$ cat config.mk
export PLATFORM = sky130hd
export DESIGN_NAME = xgmii_rx_deframer
export DESIGN_NICKNAME = d
export VERILOG_FILES = /design/src/rtl/xgmii_rx_deframer.sv
export SDC_FILE = /design/constraint.sdc
export NUM_CORES = 1
export LEC_CHECK = 0
export ABC_CLOCK_PERIOD_IN_PS = 8200
export CORE_MARGIN = 2
export CORE_UTILIZATION = 30
export DETAILED_ROUTE_END_ITERATION = 7
export GPL_ROUTABILITY_DRIVEN = 0
export PLACE_DENSITY = 0.56
export SYNTH_ARGS = -nofsm -noshare
export SYNTH_HDL_FRONTEND = slang
export SYNTH_SLANG_ARGS = --single-unit
$ cat constraint.sdc
create_clock -name sys_156 -period 8.2 [get_ports sys_156]
set_input_delay 0.82 -clock sys_156 [delete_from_list [all_inputs] [get_ports sys_156]]
set_output_delay 0.82 -clock sys_156 [all_outputs]
set_load 0.005 [all_outputs]
$ cat src/rtl/xgmii_rx_deframer.sv
// XGMII 64-bit receive deframer: strips start/preamble, emits a framed payload
// stream with byte enables, per-frame length/error, and wrapping statistics.
module xgmii_rx_deframer #(
    parameter int MAX_LEN = 9600,
    parameter int CNT_W   = 32
) (
    input  logic             sys_156,
    input  logic             sys_rst_n,
    input  logic [63:0]      xgmii_rxd,
    input  logic [7:0]       xgmii_rxc,
    output logic [63:0]      rx_data,
    output logic [7:0]       rx_keep,
    output logic             rx_valid,
    output logic             rx_sof,
    output logic             rx_eof,
    output logic             rx_err,
    output logic [15:0]      rx_len,
    output logic [CNT_W-1:0] frame_cnt,
    output logic [CNT_W-1:0] err_cnt,
    output logic [CNT_W-1:0] align_cnt
);

    localparam logic [63:0] START_WORD = 64'hD555_5555_5555_55FB;
    localparam logic [63:0] IDLE_WORD  = {8{8'h07}};

    typedef enum logic [1:0] {IDLE, DATA, FLUSH, DROP} state_t;

    state_t      state;
    logic [63:0] hold_data;
    logic [7:0]  hold_keep;
    logic        hold_full;
    logic        sof_pend;
    logic [31:0] byte_cnt;

    logic [2:0]  ctrl_lane;
    logic        ctrl_any;
    logic        fd_any;
    logic [7:0]  term_keep;
    logic        ctrl_fd;
    logic        is_start;
    logic        bad_start;
    logic        idle_word;
    logic [31:0] full_cnt;
    logic [31:0] part_cnt;
    logic        full_over;
    logic        part_over;

    function automatic logic [15:0] sat_len(input logic [31:0] v);
        sat_len = (v > 32'h0000_FFFF) ? 16'hFFFF : v[15:0];
    endfunction

    // Lowest control lane decides the word: FD there is a terminate, anything else an error.
    always_comb begin
        ctrl_lane = 3'd0;
        ctrl_any  = 1'b0;
        fd_any    = 1'b0;
        term_keep = 8'h00;
        for (int i = 7; i >= 0; i--) begin
            if (xgmii_rxc[i]) begin
                ctrl_lane = 3'(i);
                ctrl_any  = 1'b1;
            end
        end
        for (int i = 0; i < 8; i++) begin
            if (xgmii_rxc[i] && (xgmii_rxd[8*i +: 8] == 8'hFD))
                fd_any = 1'b1;
            term_keep[i] = (3'(i) < ctrl_lane);
        end
    end

    assign ctrl_fd   = ctrl_any && (xgmii_rxd[{ctrl_lane, 3'b000} +: 8] == 8'hFD);
    assign is_start  = (xgmii_rxc == 8'h01) && (xgmii_rxd == START_WORD);
    assign bad_start = !is_start &&
                       ((xgmii_rxc[0] && (xgmii_rxd[7:0] == 8'hFB)) ||
                        (xgmii_rxc[4] && (xgmii_rxd[39:32] == 8'hFB)));
    assign idle_word = (xgmii_rxc == 8'hFF) && (xgmii_rxd == IDLE_WORD);
    assign full_cnt  = byte_cnt + 32'd8;
    assign part_cnt  = byte_cnt + {29'd0, ctrl_lane};
    assign full_over = full_cnt > 32'(MAX_LEN);
    assign part_over = part_cnt > 32'(MAX_LEN);

    always_ff @(posedge sys_156 or negedge sys_rst_n) begin
        if (!sys_rst_n) begin
            state     <= IDLE;
            hold_data <= '0;
            hold_keep <= '0;
            hold_full <= 1'b0;
            sof_pend  <= 1'b0;
            byte_cnt  <= '0;
            rx_data   <= '0;
            rx_keep   <= '0;
            rx_valid  <= 1'b0;
            rx_sof    <= 1'b0;
            rx_eof    <= 1'b0;
            rx_err    <= 1'b0;
            rx_len    <= '0;
            frame_cnt <= '0;
            err_cnt   <= '0;
            align_cnt <= '0;
        end else begin
            rx_valid <= 1'b0;
            rx_data  <= '0;
            rx_keep  <= '0;
            rx_sof   <= 1'b0;
            rx_eof   <= 1'b0;
            rx_err   <= 1'b0;
            rx_len   <= '0;
            case (state)
                IDLE, FLUSH: begin
                    if (state == FLUSH) begin
                        rx_valid  <= 1'b1;
                        rx_data   <= hold_data;
                        rx_keep   <= hold_keep;
                        rx_sof    <= sof_pend;
                        rx_eof    <= 1'b1;
                        rx_len    <= sat_len(byte_cnt);
                        frame_cnt <= frame_cnt + CNT_W'(1);
                        hold_full <= 1'b0;
                        sof_pend  <= 1'b0;
                    end
                    // A start word right behind a terminate is taken in the FLUSH cycle.
                    if (is_start) begin
                        state     <= DATA;
                        byte_cnt  <= '0;
                        sof_pend  <= 1'b1;
                        hold_full <= 1'b0;
                    end else if (bad_start) begin
                        align_cnt <= align_cnt + CNT_W'(1);
                        state     <= DROP;
                    end else begin
                        state <= IDLE;
                    end
                end
                DATA: begin
                    if (!ctrl_any && !full_over) begin
                        if (hold_full) begin
                            rx_valid <= 1'b1;
                            rx_data  <= hold_data;
                            rx_keep  <= hold_keep;
                            rx_sof   <= sof_pend;
                            sof_pend <= 1'b0;
                        end
                        hold_data <= xgmii_rxd;
                        hold_keep <= 8'hFF;
                        hold_full <= 1'b1;
                        byte_cnt  <= full_cnt;
                    end else if (ctrl_fd && (ctrl_lane == 3'd0)) begin
                        if (hold_full) begin
                            rx_valid  <= 1'b1;
                            rx_data   <= hold_data;
                            rx_keep   <= hold_keep;
                            rx_sof    <= sof_pend;
                            rx_eof    <= 1'b1;
                            rx_len    <= sat_len(byte_cnt);
                            frame_cnt <= frame_cnt + CNT_W'(1);
                        end else begin
                            err_cnt <= err_cnt + CNT_W'(1);
                        end
                        hold_full <= 1'b0;
                        sof_pend  <= 1'b0;
                        state     <= IDLE;
                    end else if (ctrl_fd && !part_over) begin
                        if (hold_full) begin
                            rx_valid <= 1'b1;
                            rx_data  <= hold_data;
                            rx_keep  <= hold_keep;
                            rx_sof   <= sof_pend;
                            sof_pend <= 1'b0;
                        end
                        hold_data <= xgmii_rxd;
                        hold_keep <= term_keep;
                        hold_full <= 1'b1;
                        byte_cnt  <= part_cnt;
                        state     <= FLUSH;
                    end else begin
                        // Bad control or overlength: close what is held as errored.
                        if (hold_full) begin
                            rx_valid <= 1'b1;
                            rx_data  <= hold_data;
                            rx_keep  <= hold_keep;
                            rx_sof   <= sof_pend;
                            rx_eof   <= 1'b1;
                            rx_err   <= 1'b1;
                            rx_len   <= sat_len(byte_cnt);
                        end
                        err_cnt   <= err_cnt + CNT_W'(1);
                        hold_full <= 1'b0;
                        sof_pend  <= 1'b0;
                        state     <= DROP;
                    end
                end
                DROP: begin
                    if (fd_any || idle_word)
                        state <= IDLE;
                end
                default: state <= IDLE;
            endcase
        end
    end

endmodule

# [Yosys cells after proc, flatten, opt, wreduce, memory -nomap -nowiden]
# Index checks and enable logic that the tools add are counted.
[op_classes] eq_ne=30 muxes=88 n_reduce_logical=35 order_cmp=11 shifts=1 bitwise=2 n_addsub=5
[ops] operator="$mux 32" n=11
[ops] operator="$mux 64" n=5
[ops] operator="$pmux 32 s2" n=2
[ops] operator="$pmux 64 s2" n=1
[ops] operator="$add 32x1->32 const B" n=3
[ops] operator="$eq 8x8->1 const B" n=12
[ops] operator="$mux 16" n=6
[ops] operator="$eq 64x59->1 const B" n=1
[ops] operator="$eq 64x64->1 const B" n=1
[ops] operator="$gt 32x14->1 const B" n=2
[ops] operator="$shiftx 64x7->8" n=1
[ops] operator="$mux 8" n=5
[ops] operator="$mux 1" n=37
[ops] operator="$add 32x3->32" n=1
[ops] operator="$add 32x4->32 const B" n=1
[ops] operator="$gt 32x16->1 const B" n=1
[ops] operator="$pmux 16 s2" n=1
[ops] operator="$mux 3" n=8
[ops] operator="$ne 2x2->1 const B" n=9
[ops] operator="$logic_and 1x1->1" n=17
[ops] operator="$pmux 8 s2" n=1
[ops] operator="$lt 3x3->1 const A" n=4
[ops] operator="$mux 2" n=5
[ops] operator="$pmux 1 s2" n=5
[ops] operator="18 further kinds" n=32
[word_totals] register_bits=296 output_inout_bits=188 input_bits=74

# [Depth between registers and ports, before layout]
[depth] word_depth=16 ltp_mapped=20 depth_no_buf=17

# [Worst setup path before layout]
# OpenSTA, ideal clock, no wires.
[synth_path] path_kind="input -> register" from="input xgmii_rxc[4]" to="register hold_data[33]" path_slack_ns=2.927 n_path_buf=4 setup_ns=0.125 arrival_ns=5.148 stages=19 cell_sequence="clkbuf_1 -> or3_1 -> o22a_1 -> inv_1 -> ha_1 -> inv_1 -> fa_1 -> nand2b_1 -> a2111oi_0 -> nand3_1 -> xor2_1 -> o211ai_1 -> or4_4 -> nor3b_2 -> or2_2 -> buf_2 -> buf_4 -> buf_4 -> mux2_2"
[synth_between] elab_chain_cells=11 word_cells_on_any_way=25 cone_classes="1 x add/sub; 1 x order compare; 2 x eq/ne; 1 x shift; 11 x mux; 9 x reduce/logical"
[synth_rtl] item="start, declared" line_no="10" source="input logic [7:0] xgmii_rxc,"
[synth_rtl] item="$mux 3 (5 in a row)" line_no="59" source="if (xgmii_rxc[i]) begin"
[synth_rtl] item="$add 32x3->32 / $shiftx 64x7->8 (equally long branches)" line_no="78, 71"
[synth_rtl] item="$gt 32x14->1 / $eq 8x8->1 (equally long branches)" line_no="80, 71"
[synth_rtl] item="$logic_not 1->1 / $logic_and 1x1->1 (equally long branches)" line_no="162, 71"
[synth_rtl] item="$logic_and 1x1->1 (on tied branches)" line_no="162, 147"
[synth_rtl] item="$reduce_bool 2->1 (no source line) / $ne 2x2->1 (equally long branches)"
[synth_rtl] item="$reduce_and 3->1 (no source line)"
[synth_rtl] item="end signal, assigned" line_no="143" source="hold_data <= xgmii_rxd;"
[synth_rtl] item="end signal, assigned" line_no="170" source="hold_data <= xgmii_rxd;"
[synth_rtl] item="end, declared" line_no="29" source="logic [63:0] hold_data;"
# Parallel ways exist; a longest one is shown, timed or not.
# A chain may end at the register's enable or synchronous reset.

# [Worst setup path in the final report]
[layout_path] from="input xgmii_rxc[0]" to="register rx_len[1]"
[layout_between] elab_chain_cells=9 word_cells_on_any_way=17 cone_classes="1 x add/sub; 1 x order compare; 1 x eq/ne; 1 x shift; 6 x mux; 7 x reduce/logical"
[layout_rtl] item="$mux 3" line_no="59"
[layout_rtl] item="$add 32x3->32 / $shiftx 64x7->8 (equally long branches)" line_no="78, 71"
[layout_rtl] item="$gt 32x14->1 / $eq 8x8->1 (equally long branches)" line_no="80, 71"
[layout_rtl] item="$logic_not 1->1 / $logic_and 1x1->1 (equally long branches)" line_no="162, 71"
[layout_rtl] item="$logic_and 1x1->1" line_no="162" source="end else if (ctrl_fd && !part_over) begin"
[layout_rtl] item="$mux 16" line_no="162"
[layout_rtl] item="$mux 16" line_no="147" source="end else if (ctrl_fd && (ctrl_lane == 3'd0)) begin"
[layout_rtl] item="$mux 16 (*)" line_no="135" source="if (!ctrl_any && !full_over) begin"
[layout_rtl] item="$pmux 16 s2 (*)" line_no="108" source="case (state)"
[layout_rtl] item="end signal, assigned" line_no="116" source="rx_len <= sat_len(byte_cnt);"
[layout_rtl] item="end signal, assigned" line_no="154" source="rx_len <= sat_len(byte_cnt);"
[layout_rtl] item="end signal, assigned" line_no="184" source="rx_len <= sat_len(byte_cnt);"
[layout_rtl] item="end, declared" line_no="17" source="output logic [15:0] rx_len,"
# Mark *: on every way between the ends. The rest lies on a longest branch, timed or not.

==> flow_metrics.env <==
export IMPL_worst_path_buf_inv=3
export IMPL_detailedRoute_firstPassIterationCount=5
export IMPL_final_nets=1642
export IMPL_dr_total_vias=11200
export IMPL_n_antenna_cell=0
export IMPL_achievable_frequency_mhz=157
export IMPL_die_height_um=220
export IMPL_cts_resized=0
export IMPL_final_layout_size_suffix_gt1_frac=0.0958
export IMPL_clockRootBuffer="clkbuf_16"
export IMPL_htreeDepth=2
export IMPL_power_ir_vdd_worst_mv=0.128
export IMPL_p_clk_frac=0.437
export IMPL_netSwitchingPower_uw=943
export IMPL_min_path_type="primary input to asynchronous set/reset pin"
export IMPL_crit_type="primary input to register"
export IMPL_regToRegSetupSlack_ps=2350
export IMPL_worst_path_most_repeated_cell="inv_1"
export IMPL_timing_critical_path_arrival_ps=6760
export IMPL_remaining_drc_errors=0
export IMPL_hold_worst_slack_ps=315
export IMPL_p_sw_frac=0.262
export IMPL_post_synth_cell_area_avg_um2=10.6
export IMPL_post_cts_hold_buffer_count=0
export IMPL_main_combinational_cell_family_by_area_after_synthesis="simple AND/OR/NAND/NOR gates"
export IMPL_regToRegEndpoint="rx_len[1]"
export IMPL_time_the_worst_path_needs_with_i_o_delays_and_setup_ps=6380
export IMPL_synthMostInstantiatedCell="dfrtp_1"
export IMPL_yosysWarnings=0
export IMPL_worst_ep_required_ps=8580
export IMPL_power_density_nw_per_um2=196
export IMPL_worst_clock_skew_on_the_final_layout_ps=18.8
export IMPL_cts_max_path_buffers=3
export IMPL_top_level_ports=262
export IMPL_vias_per_cell=5.08
export IMPL_die_outline_area_um2=48300
export IMPL_tritoncts_buffer_count=36
export IMPL_rsz_0062_raised_after_global_routing="no"
export IMPL_fraction_of_power_consumed_by_combinational_cells=0.128
export IMPL_port_buffers=261
export IMPL_timing_max_transition_violations_final=0
export IMPL_synth_top_cells_by_count="296 x dfrtp_1, 102 x and2_1, 92 x nor2_1"
export IMPL_complex_gate_fraction_of_the_synthesized_area=0.0585
export IMPL_critPathSlowestCell="a2111oi_0"
export IMPL_post_dp_hpwl_mm=30.5
export IMPL_antenna_found_initial=0
export IMPL_cts_sinks=296
export IMPL_report_final_hold_viol_count=0
export IMPL_floorplan_die_width_um=220
export IMPL_synth_simple_area_share=0.244
export IMPL_cts_tree="done"
export IMPL_post_drt_wl_per_cell_um=19.1
export IMPL_timing_critical_path_from_type="primary input"
export IMPL_synth_mux_area_frac=0.0583
export IMPL_worstPathMaxFanout=17
export IMPL_core_region_area_um2=46300
export IMPL_grt_max_degree=96
export IMPL_number_of_setup_violations_in_the_final_report=0
export IMPL_reg2reg_depth=11
export IMPL_finish_utilization=0.396
export IMPL_synthDominantCellAreaShare=0.530
export IMPL_grt_pass1_vias=10900
export IMPL_globalRouteOverflowTotal=0
export IMPL_seqPwrFrac=0.436
export IMPL_timing_max_cap_violations=0
export IMPL_synth_ff_latch_count=296
export IMPL_synth_top_cells_by_area="dfrtp_1 53%, mux2_2 5.4%, xnor2_1 4.6%, and2_1 4.6%, nand4_1 2.7%"
export IMPL_first_pass_grt_wire_length_mm=64.3
export IMPL_cell_area_after_synthesis_um2=14000
export IMPL_slowest_delay_ps=740
export IMPL_synthAdderAreaFrac=0.00859
export IMPL_worst_setup_path_end_kind="register"
export IMPL_max_slew_margin_rel=0.295
export IMPL_status="completed"
export IMPL_post_cts_buffers=0
export IMPL_layout_area_overhead_vs_synth_pct=30.9
export IMPL_start_util=0.302
export IMPL_post_route_period_util=0.778
export IMPL_synth_xor_area_frac=0.0702
export IMPL_iter_0_drt_violations=1193
export IMPL_seq_area_frac_synth=0.530
export IMPL_leakage_nw=8.03
export IMPL_worst_r2r_startpoint="byte_cnt[4]"
export IMPL_post_layout_total_power_mw=3.59
export IMPL_cell_count_after_synthesis=1323
export IMPL_asyncSetResetFlopFracSynth=1.00
export IMPL_number_of_enable_type_register_cells_in_the_synthesized_netlist=0
export IMPL_synthesis_nets=1406
export IMPL_totalNegativeSetupSlack_ps=0
export IMPL_groute_usage_overall=0.172
export IMPL_wl_mm=42.0
export IMPL_critical_path_cell_chain="clkdlybuf4s50_1 -> or3_1 -> o22a_1 -> inv_1 -> ha_1 -> inv_1 -> fa_1 -> nand2b_1 -> a2111oi_0 -> nand3_1 -> xor2_1 -> o211ai_1 -> or4_4 -> nor4_4 -> or2_1 -> o21a_1 -> nor2_1"
export IMPL_synthFlopType="dfrtp_1"
export IMPL_cellInternalPower_mw=2.65
export IMPL_rows=79
export IMPL_clk_pin_slew_ps=50
export IMPL_worst_skew_pair_late_latency_ps=550
export IMPL_timing_critical_path_max_delay_family="simple AND/OR/NAND/NOR gates"
export IMPL_post_synth_num_cell_types=76
export IMPL_postRouteAntennaNets=0
export IMPL_slew_at_the_pin_closest_to_its_max_slew_limit_ps=1050
export IMPL_post_synth_top_area_cell="dfrtp_1"
-- worst max-delay path by stage --
stage	startpoint	end	cells past startpoint
after floorplan	xgmii_rxc[4]	hold_data[33]	19
after global placement	xgmii_rxc[0]	rx_len[8]	17
after detailed placement	xgmii_rxc[0]	rx_len[1]	17
after CTS	xgmii_rxc[0]	rx_len[1]	17
after global routing	xgmii_rxc[0]	rx_len[1]	17
final	xgmii_rxc[0]	rx_len[1]	17
-- cell type report --
| class | count | area (um2) |
|---|---|---|
| clock buffers | 58 | 1080 |
| clock inverters | 7 | 95.1 |
| fillers | 4547 | 28000 |
| inverters | 30 | 113 |
| multi-input cells | 924 | 6150 |
| flip-flops and latches | 296 | 7410 |
| well taps | 607 | 759 |
| repair buffers | 271 | 2690 |
-- sequential cells by signal, summed over array words and instances, names as in the netlist, 2 cells and up --
signal     flops
hold_data     64
frame_cnt     32
rx_data       64
err_cnt       32
align_cnt     32
hold_keep      8
byte_cnt      32
rx_len        16
rx_keep        8
state          2
-- metal layers --
layer	GRT usage	vias up	part of all wire
met3	0.0417	59	0.080
met5	0	-	0
met2	0.277	411	0.47
met4	0.0456	0	0.019
met1	0.230	5505	0.43
li1	-	5175	-
-- logic make-up after synthesis --
logic type / count (synthesis)
and+or+nand+nor: 610
DFF: 296
AOI/OAI and AO/OA: 120
xor gates and xnor gates: 112
adders and majority gates: 9
muxes: 73
buffers and inverters: 103
-- power by group through the flow --
stage	Clock (mW)	Sequential [mW]	Combinational (mW)
floorplan	0	1.59	0.179
global placement	0	1.59	0.465
detailed placement	0	1.59	0.470
CTS	1.62	1.57	0.472
global route	1.69	1.57	0.508
finish	1.57	1.57	0.459
-- placed cells by master (no fill, tap or decap), types with 9 or more instances in the layout --
cell type        netlist  layout
a21oi_1               23      23
nand2b_1              15      15
nand2_1               88      87
clkdlybuf4s50_1        0     260
o21ai_0               23      23
nand3_1               64      64
or3_1                 10      10
clkbuf_8               0      10
xor2_1                39      39
nor3_1                35      35
dfrtp_1              296     296
nand4_1               60      60
mux2_2                67      67
inv_1                 30      30
and2_1               102     102
xnor2_1               73      73
nor4_1                43      43
and4_1                14      14
clkbuf_1              49      12
buf_4                  8      10
nor2_1                92      91
clkbuf_16              0      36
and3_1                27      27
nor3b_1                9       9
-- per-stage QoR --
step,instances,setup WS (ps),area (um2)
2_1_floorplan,1323,2930,14000
3_3_place_gp,2128,1630,17100
3_5_place_dp,2128,1380,17100
4_1_cts,2193,1950,18300
5_1_grt,2193,1450,18300
6_report,2193,1820,18300
(Power assumes the default switching activity.)
